==> config.mk <==
export PLATFORM = sky130hd
export DESIGN_NAME = conv12_ctrl
export DESIGN_NICKNAME = d
export VERILOG_FILES = /design/src/rtl/conv12_ctrl.sv
export SDC_FILE = /design/constraint.sdc
export NUM_CORES = 1
export LEC_CHECK = 0
export BUFFER_PORTS_ARGS = -buffer_cell sky130_fd_sc_hd__buf_2
export CAP_MARGIN = 20
export CORE_AREA = 2 2 226 228
export DETAILED_ROUTE_END_ITERATION = 16
export DIE_AREA = 0 0 228 230
export PLACE_DENSITY = 0.67
export SKIP_CTS_REPAIR_TIMING = 1
export SLEW_MARGIN = 40
export SYNTH_ARGS = -nofsm -noshare
export SYNTH_HDL_FRONTEND = slang
export SYNTH_SLANG_ARGS = --single-unit
==> constraint.sdc <==
create_clock -name clk -period 20.4 [get_ports clk]
set_input_delay 5.1 -clock clk [delete_from_list [all_inputs] [get_ports clk]]
set_output_delay 5.1 -clock clk [all_outputs]
set_load 0.1 [all_outputs]
==> src/rtl/conv12_ctrl.sv <==
`timescale 1ns/1ps
`default_nettype none
// ============================================================================
//  Module      : conv12_ctrl
//  Description : Sequencer for the 12x12 / 3x3 convolution array. Buffers an
//                incoming image row by row, holds the filter register, waits
//                out the MAC pipeline, captures the result and streams it out
//                row by row with valid/ready handshaking.
//  Revision    : 1.0 - initial release
// ============================================================================
module conv12_ctrl #(
    parameter int IN_DIM  = 12,
    parameter int K       = 3,
    parameter int PW      = 2,
    parameter int MAC_LAT = 2
) (
    input  logic                                        clk,
    input  logic                                        rst,
    input  logic                                        start,
    output logic                                        busy,
    output logic                                        done,
    input  logic                                        filt_we,
    input  logic [K*K*PW-1:0]                           filt_data,
    input  logic                                        in_valid,
    output logic                                        in_ready,
    input  logic [IN_DIM*PW-1:0]                        in_row,
    output logic [IN_DIM*IN_DIM*PW-1:0]                 conv_in,
    output logic [K*K*PW-1:0]                           conv_filter,
    input  logic [(IN_DIM-K+1)*(IN_DIM-K+1)*PW-1:0]     conv_out,
    output logic                                        out_valid,
    input  logic                                        out_ready,
    output logic [(IN_DIM-K+1)*PW-1:0]                  out_row,
    output logic                                        out_last
);

    localparam int c_OUT_DIM = IN_DIM - K + 1;
    localparam int c_IN_RW   = IN_DIM * PW;
    localparam int c_OUT_RW  = c_OUT_DIM * PW;
    localparam int c_ROW_W   = $clog2(IN_DIM);
    localparam int c_K_W     = $clog2(c_OUT_DIM);
    localparam int c_LAT_W   = (MAC_LAT > 0) ? $clog2(MAC_LAT + 1) : 1;

    localparam logic [c_ROW_W-1:0] c_ROW_LAST = c_ROW_W'(IN_DIM - 1);
    localparam logic [c_K_W-1:0]   c_K_LAST   = c_K_W'(c_OUT_DIM - 1);
    localparam logic [c_LAT_W-1:0] c_LAT_LAST = c_LAT_W'(MAC_LAT);

    localparam logic [1:0] c_IDLE    = 2'd0;
    localparam logic [1:0] c_LOAD    = 2'd1;
    localparam logic [1:0] c_COMPUTE = 2'd2;
    localparam logic [1:0] c_DRAIN   = 2'd3;

    logic [1:0]          r_state;
    logic [1:0]          w_next;
    logic [c_IN_RW-1:0]  r_img [IN_DIM];
    logic [c_OUT_RW-1:0] r_res [c_OUT_DIM];
    logic [K*K*PW-1:0]   r_filt;
    logic [c_ROW_W-1:0]  r_row;
    logic [c_K_W-1:0]    r_k;
    logic [c_LAT_W-1:0]  r_lat;
    logic                r_done;
    logic                w_in_fire;
    logic                w_out_fire;

    // State register; reset abandons any partial frame.
    always_ff @(posedge clk) begin
        if (rst) r_state <= c_IDLE;
        else     r_state <= w_next;
    end

    // Next-state logic: start only honoured in IDLE, so no queueing elsewhere.
    always_comb begin
        w_next = r_state;
        case (r_state)
            c_IDLE:    if (start) w_next = c_LOAD;
            c_LOAD:    if (in_valid && (r_row == c_ROW_LAST)) w_next = c_COMPUTE;
            c_COMPUTE: if (r_lat == c_LAT_LAST) w_next = c_DRAIN;
            c_DRAIN:   if (out_ready && (r_k == c_K_LAST)) w_next = c_IDLE;
            default:   w_next = c_IDLE;
        endcase
    end

    // Output decode; out_row is forced to zero outside DRAIN.
    always_comb begin
        busy       = (r_state != c_IDLE);
        in_ready   = (r_state == c_LOAD);
        out_valid  = (r_state == c_DRAIN);
        out_last   = (r_state == c_DRAIN) && (r_k == c_K_LAST);
        out_row    = '0;
        if (r_state == c_DRAIN) out_row = r_res[r_k];
        w_in_fire  = in_valid && (r_state == c_LOAD);
        w_out_fire = out_ready && (r_state == c_DRAIN);
    end

    // Filter register: writable only while idle, frozen for the whole frame.
    always_ff @(posedge clk) begin
        if (rst)                               r_filt <= '0;
        else if ((r_state == c_IDLE) && filt_we) r_filt <= filt_data;
    end

    // Image buffer and load row counter; each frame overwrites every row.
    always_ff @(posedge clk) begin
        if (rst) begin
            r_row <= '0;
            for (int i = 0; i < IN_DIM; i++) r_img[i] <= '0;
        end else if (w_in_fire) begin
            r_img[r_row] <= in_row;
            r_row        <= (r_row == c_ROW_LAST) ? '0 : r_row + c_ROW_W'(1);
        end
    end

    // MAC latency counter; result captured on the final COMPUTE cycle.
    always_ff @(posedge clk) begin
        if (rst) begin
            r_lat <= '0;
            for (int i = 0; i < c_OUT_DIM; i++) r_res[i] <= '0;
        end else if (r_state == c_COMPUTE) begin
            if (r_lat == c_LAT_LAST) begin
                r_lat <= '0;
                for (int i = 0; i < c_OUT_DIM; i++) r_res[i] <= conv_out[i*c_OUT_RW +: c_OUT_RW];
            end else begin
                r_lat <= r_lat + c_LAT_W'(1);
            end
        end
    end

    // Drain row index and one-cycle done pulse after the last row is taken.
    always_ff @(posedge clk) begin
        if (rst) begin
            r_k    <= '0;
            r_done <= 1'b0;
        end else begin
            r_done <= w_out_fire && (r_k == c_K_LAST);
            if (w_out_fire) r_k <= (r_k == c_K_LAST) ? '0 : r_k + c_K_W'(1);
        end
    end

    // The array sees the image buffer row-major, row r at [r*row_width +: row_width].
    for (genvar g = 0; g < IN_DIM; g++) begin : g_conv_in
        assign conv_in[g*c_IN_RW +: c_IN_RW] = r_img[g];
    end

    assign conv_filter = r_filt;
    assign done        = r_done;

endmodule
`default_nettype wire

# Word-level counts from Yosys, hierarchy flattened

Memory sizes are Yosys's and may differ from the RTL's. A register that Yosys moved wholly into a read port is not among the register bits.
Cells that the tools add are included.

Flip-flop bits (word level): 31
Bits in writable memories: 488
Input bits: 248
Output and inout bits: 331
Memories kept: 2

$add $sub $neg: 3
Eq/ne operators: 10
Muxes and demuxes: 33
Bitwise gates (word level): 10
Reduce and logical (&&, ||, !) cells: 11

Memories:

| name  | depth | width | rd ports | clocked after Yosys merged registers in | wr ports | RTL line | source |
|---|---|---|---|---|---|---|---|
| r_img | 12    | 24    | 12       | 0                                       | 12       | 54       | `logic [c_IN_RW-1:0] r_img [IN_DIM];` |
| r_res | 10    | 20    | 1        | 1                                       | 10       | 55       | `logic [c_OUT_RW-1:0] r_res [c_OUT_DIM];` |

Operator list:

| cell                | number |
|---|---|
| $mux 20             | 11 |
| $mux 24             | 1 |
| $reduce_or 24->1    | 1 |
| $mux 4              | 5 |
| $mux 1              | 10 |
| $mux 2              | 5 |
| $or 1x1->1          | 10 |
| $add 4x1->4 const B | 2 |
| $eq 4x4->1 const B  | 2 |
| $pmux 2 s4          | 1 |
| $logic_and 1x1->1   | 7 |
| $eq 2x2->1 const B  | 3 |
| $ne 2x1->1 const B  | 3 |
| $reduce_and 4->1    | 1 |
| $add 2x1->2 const B | 1 |
| $eq 2x1->1 const B  | 1 |
| $logic_not 2->1     | 1 |
| $ne 2x2->1 const B  | 1 |
| $reduce_bool 2->1   | 1 |

# Longest topological paths before layout

Gate-level depths: netlist of the first run.

Word-level depth: 7
Depth in mapped cells: 8

# Least setup slack after synthesis of the first run

Ideal clock, no wire load.

Kind: in2reg
From: input port rst
To: memory r_res[0][0] in the netlist's numbering, enable pin
Library setup time: 1.590 ns
Arrival: 8.849 ns
Required time: 18.810 ns
Path slack: 9.961 ns
Stages on the path: 4
Path buffers: 2
Path through: clkbuf_1 -> inv_1 -> clkbuf_1 -> nand2_1

RTL lines:

| item        | RTL line | source |
|---|---|---|
| from (decl) | 18       | `input logic rst,` |
| to (decl)   | 55       |  |

==> run metrics, run 1 <==
drt wl/cell about 21 um; H-tree depth 2; final wirelength approximately 56 mm; crit share post-route 0.405; GRT Residual Overflow 0; Critical Path Start Type flip-flop; final net count between 2,000 and 2,500; Chip Width about 230 um; CP cell instances buf_6 > mux4_2 > o22ai_1 > a211oi_1 > buf_2; GP Congestion between 0.8 and 0.9; Root Driver clkbuf_16; DRT iter0 DRCs approximately 1,100; setup slack after layout roughly 12 ns; top area cells in the synthesized netlist edfxtp_1, and2_1, mux4_2; Yosys warnings 0; maximum fanout along the worst path 49; DRT Pass-1 Iters 5; FF-to-FF setup slack approximately 17 ns; die area between 0.05 and 0.06 mm^2; TNS Setup 0 ns; syn avg cell area 15.4 um^2; CORE AREA about 0.05 mm^2; Critical Path AT around 3.2 ns; MaxCap Viol Count 0; max-slew violations 0; number of global-route vias before repair approximately 13,000; share of layout cells above drive strength 1 0.377; global-route wire length before repair 81.9 mm; Fmax achieved around 0.12 GHz; fin cells roughly 2,600; Worst path slowest cell buf_6; largest net degree at the start of global routing 164; CTS Buf Count 52; worst-margin pin slew about 0.79 ns; post-synthesis sequential area ratio 0.729; remaining antenna violation count 0; Top-Level Pins just under 600; Clock Skew approximately 0.028 ns; RSZ-0062 raised after global routing no; clk buf depth 3; CTS tree yes; Synth top area share 0.696; antenna violations before repair 8; HP Start conv_filter[17]; LEAKAGE roughly 11 nW; status finished clean; Initial Utilization 0.422; clock network latency to the later pin of the worst-skew pair between 0.5 and 0.6 ns; Final setup violation count 0; reg2reg end r_res[6][16]; finished layout cell area ~0.026 mm^2; VDD IR max between 0.06 and 0.07 mV; CP peak stage delay 0.55 ns; Clock Sinks 523; dpl hpwl about 40 mm; dpl cells around 2,500; Cell Rows 82; Reg clk slew, reported paths around 0.060 ns; Tot GR Track Use 0.210; via count about 13,000; Area Overhead vs Synth 24.9%; Yosys cell types 37; area leader, netlist edfxtp_1; critical path's top delay family buffers and inverters; DP Area roughly 0.025 mm^2; hold path depth 2; Setup Crit Path Kind reg2out; Crit Reg-Reg Startpoint r_state[0]; gate count after technology mapping approximately 1,400; worst hold slack 0.458 ns; via/cell ratio between 4 and 5; net count after synthesis 1,628; Overall Power roughly 2.6 mW; endpoint type of the worst setup path primary output; Syn Std Cell Area approximately 0.021 mm^2; WP data required approximately 15 ns; Bufs and invs on worst path 2; minimum clock period between 8 and 9 ns; Hold Vio Cnt, Final 0; PortBufs 578; Power Density 99.2 mW/mm^2; Endpoint, Worst Hold conv_filter[17]; Max transition margin 0.473; pre-CTS setup slack 11.88 ns; fin util 0.528; Worst Hold Class reg2reg; cell depth of the worst flop-to-flop path 6; drc violations 0; FF+latch count, synth about 520; DIE HEIGHT roughly 230 um
## cells in the final DEF, fill, tap and decap left out, types with 4 or more instances in the layout
master / n
mux4_2: 40
and2_1: 490
a21oi_1: 24
clkbuf_1: 14
inv_1: 10
nand2_1: 46
a211oi_1: 21
clkbuf_16: 56
clkbuf_8: 5
clkinv_1: 5
ha_1: 9
o22ai_1: 20
dfxtp_1: 32
or2_2: 4
clkinv_2: 4
nor2_1: 17
buf_4: 19
o21ai_2: 6
buf_2: 578
edfxtp_1: 488
nor3_2: 4
mux2i_1: 20
## sequential cells by signal, indices dropped and copies added (netlist names), named ones only
signal       count
conv_filter     18
done             1
r_img          288
r_k              4
r_lat            2
r_res          200
r_row            4
r_state          2
## per-layer routing
| layer | up-vias | global-route usage | share of wire |
|---|---|---|---|
| met5 | - | 0 | 0.0012 |
| met1 | 6354 | 0.260 | 0.39 |
| met4 | 12 | 0.0605 | 0.026 |
| met3 | 102 | 0.0459 | 0.075 |
| met2 | 589 | 0.372 | 0.51 |
| li1 | 5960 | - | - |
## logic make-up after synthesis
family / count (synthesis) / share of synthesized area
adder cells (fa/ha/maj): 9 / 0.00535
AO/OA/AOI/OAI: 81 / 0.0240
buffers and inverters: 112 / 0.0215
flip-flops: 523 / 0.729
XOR/XNOR: 4 / 0.00166
multiplexers: 60 / 0.0523
AND/OR/NAND/NOR: 582 / 0.166
## cell type report
| type | count | area, um^2 |
|---|---|---|
| fill | 4135 | 23600 |
| sequential | 523 | 15400 |
| multi-input combinational | 736 | 5330 |
| timing repair buffer | 601 | 3080 |
| clock buffer | 74 | 1510 |
| tap | 672 | 841 |
| clock inverter | 17 | 136 |
| inverter | 11 | 41.3 |
| antenna | 2 | 5.00 |
## worst max-delay path by stage
| stage | cells after the start | startpoint | end |
|---|---|---|---|
| 6_report | 5 | flip-flop | out_row[6] |
| 5_1_grt | 5 | flip-flop | out_row[6] |
| 4_1_cts | 5 | flip-flop | out_row[6] |
| 3_5_place_dp | 5 | rst | r_res[5][17] |
| 3_3_place_gp | 5 | rst | r_res[6][16] |
| 2_1_floorplan | 4 | rst | r_res[0][0] |
## synth_stat cells, drive strengths merged
| library cell | n |
|---|---|
| a211oi | 21 |
| a21oi | 24 |
| a222oi | 1 |
| a311oi | 1 |
| a31o | 1 |
| a41o | 1 |
| and2 | 490 |
| and3b | 1 |
| buf | 17 |
| clkbuf | 84 |
| dfxtp | 35 |
| edfxtp | 488 |
| ha | 9 |
| inv | 11 |
| mux2i | 20 |
| mux4 | 40 |
| nand2 | 47 |
| nand2b | 4 |
| nand3 | 2 |
| nand3b | 1 |
| nand4 | 2 |
| nand4b | 1 |
| nand4bb | 1 |
| nor2 | 19 |
| nor2b | 2 |
| nor3 | 7 |
| nor3b | 1 |
| o21ai | 10 |
| o22ai | 20 |
| o31ai | 2 |
| or2 | 4 |
| xnor2 | 1 |
| xor2 | 3 |
## worst reg2reg max path, delay by kind of cell (launching register included)
kind	cells	cell delay (ns)
AND/OR/NAND/NOR	2	0.64
buffers and inverters	3	1.48
adder cells (fa/ha/maj)	1	0.25
flip-flops	1	0.34
## power by group
part | leakage (nW) | internal (mW) | switching, mW | total [mW]
Combinational | 4.72 | 0.0753 | 0.373 | 0.448
Sequential | 5.33 | 1.22 | 0.0206 | 1.24
Clock | 0.796 | 0.527 | 0.393 | 0.920
Note: power is estimated with default switching activity, not from simulation.
==> inputs of run 2 (changes only) <==
- ABC_AREA: default -> 1
- CORE_AREA: 2 2 226 228 -> 2 2 223 225
- DIE_AREA: 0 0 228 230 -> 0 0 225 227
- PLACE_DENSITY: 0.67 -> 0.72
- clock period: 20.4 -> 7.15 ns (I/O delays scaled with it)
==> run metrics, run 2 <==
number of global-route vias before repair roughly 15,000; final wirelength about 62 mm; reg2reg end r_img[6][14]; Critical Path Start Type flip-flop; ys flop type edfxtp_1; FF+latch count, synth about 520; Post-synth EDFFs roughly 500; worst-margin pin slew around 0.84 ns; MaxCap Viol Count 0; Reg clk slew, reported paths around 0.06 ns; most frequent cells in the layout buf_2, nor2_1, edfxtp_1, nand2_1, inv_1; via/cell ratio roughly 5; post-synthesis sequential area ratio 0.705; Max transition margin 0.442; area leader, netlist edfxtp_1; GRT Residual Overflow 0; Clock Skew 0.0130 ns; fillers roughly 4,100; gate count after technology mapping 2,027; max reg flops around 290; Internal 5.27 mW; HP Start conv_filter[5]; Yosys warnings 0; final net count about 2,800; ANT cells 0; Initial Utilization 0.448; crit share post-route 0.699; antenna violations before repair 0; global-route wire length before repair 90.3 mm; GP Congestion 0.891; die area 0.0511 mm^2; Final setup violation count 0; CTS Buf Count 51; PortBufs between 500 and 600; Cell Rows a little over 80; Setup Crit Path Kind reg2out; TNS Setup 0 ns; Area Overhead vs Synth 22.6%; WP data required around 5.4 ns; endpoint type of the worst setup path primary output; Hold Vio Cnt, Final 0; H-tree depth 2; top area cells in the synthesized netlist edfxtp_1, nor2_1, nand2_1; dpl hpwl 44.5 mm; Yosys cell types 25; Power Density 291 mW/mm^2; largest net degree at the start of global routing between 100 and 150; Fmax achieved 0.200 GHz; Endpoint, Worst Hold conv_filter[5]; max-slew violations 0; maximum fanout along the worst path between 70 and 80; Root Driver clkbuf_16; Chip Width ~230 um; drt wl/cell between 15 and 20 um; register area 0.0154 mm^2; Largest Register r_img; Top-Level Pins 579; Critical Path AT about 3.2 ns; most common cell after layout, fill and taps aside buf_2; LEAKAGE between 10 and 15 nW; Synth top area share 0.673; Comb power frac 0.194; DRT iter0 DRCs between 1,500 and 2,000; drc violations 0; Crit Reg-Reg Startpoint r_state[1]; clock share of power 0.346; fin cells approximately 3,200; FFs w/ async S/R, synth 0; Clock Sinks approximately 520; VDD IR max approximately 0.19 mV; RSZ-0062 raised after global routing no; Sw Ratio 0.321; syn avg cell area between 10 and 15 um^2; CTS tree yes; clock network latency to the later pin of the worst-skew pair 0.60 ns; count leader, synth nor2_1; via count 16,100; clk buf depth 3; worst hold slack 0.483 ns; share of layout cells above drive strength 1 0.284; net count after synthesis ~2,300; DRT Pass-1 Iters 5; FF-to-FF setup slack a little under 4 ns; Tot GR Track Use 0.237; NetSw 2.50 mW; Seq pwr share 0.461; Multi-input gate area roughly 0.0047 mm^2; status finished clean; Syn Std Cell Area between 0.02 and 0.025 mm^2; Synth top cells by count nor2_1, edfxtp_1, nand2_1; CORE AREA 0.0485 mm^2; Worst Hold Class reg2reg; dpl cells 3,126; hold path depth 2; cell depth of the worst flop-to-flop path 6; DIE HEIGHT ~230 um; minimum clock period between 4 and 5 ns; remaining antenna violation count 0
-- run 2: worst max-delay path, stage by stage (launching register included) --
cell and delay [ns]:
dfxtp_4 0.35, inv_2 0.31, buf_4 0.74, nand2_1 0.12, nand2_1 0.10, nand2_1 0.05, nand3_1 0.10, nand2_1 0.11
a21oi_1 0.22, buf_2 0.49
-- run 2: area by class of cell --
| type | count | area share |
|---|---|---|
| Clock inverter | 29 | 0.0106 |
| Clock buffer | 66 | 0.0515 |
| Timing Repair Buffer | 594 | 0.116 |
| Inverter | 290 | 0.0408 |
| Sequential cell | 523 | 0.576 |
| Tap cell | 622 | 0.0292 |
| Multi-Input combinational cell | 1097 | 0.177 |
-- run 2: how the worst max path moves through the flow --
stage | start | to | slack [ns] | depth (start not counted)
after floorplan | r_state[0] | r_res[0][0] | 0.75 | 4
after detailed placement | flip-flop | out_row[1] | 2.80 | 9
final | flip-flop | out_row[14] | 2.15 | 9
after global routing | flip-flop | out_row[2] | 1.98 | 9
after CTS | flip-flop | out_row[1] | 2.16 | 9
after global placement | in_valid | r_img[6][10] | 2.75 | 5
-- run 2: kinds of logic after synthesis --
group / Yosys count / share of synthesized area
AND/OR/NAND/NOR: 1033 / 0.196
flip-flops: 523 / 0.705
adder cells (fa/ha/maj): 9 / 0.00517
AO/OA/AOI/OAI: 54 / 0.0125
buffers and inverters: 407 / 0.0804
XOR/XNOR: 1 / 0.000402
-- run 2: stage by stage --
step,power (mW),instance area [um^2],setup WS [ns],utilization
2_1_floorplan,4.82,21800,0.748,-
3_3_place_gp,5.12,24900,2.75,0.513
4_1_cts,7.80,26700,2.16,0.550
5_1_grt,7.98,26700,1.98,0.550
6_report,7.77,26700,2.15,0.550
3_5_place_dp,5.15,25000,2.80,0.515
-- run 2: power by group through the flow --
stage               Combinational (mW)  Sequential, mW  Clock, mW
floorplan                        0.433            4.38          0
global placement                  1.48            3.64          0
detailed placement                1.51            3.64          0
CTS                               1.51            3.58       2.71
global route                      1.58            3.59       2.82
finish                            1.50            3.58       2.69
-- run 2: layer usage --
layer  GRT usage  part of all wire
met1       0.280              0.37
met2       0.426              0.51
met3      0.0428             0.082
met4       0.100             0.041
met5           0                 0
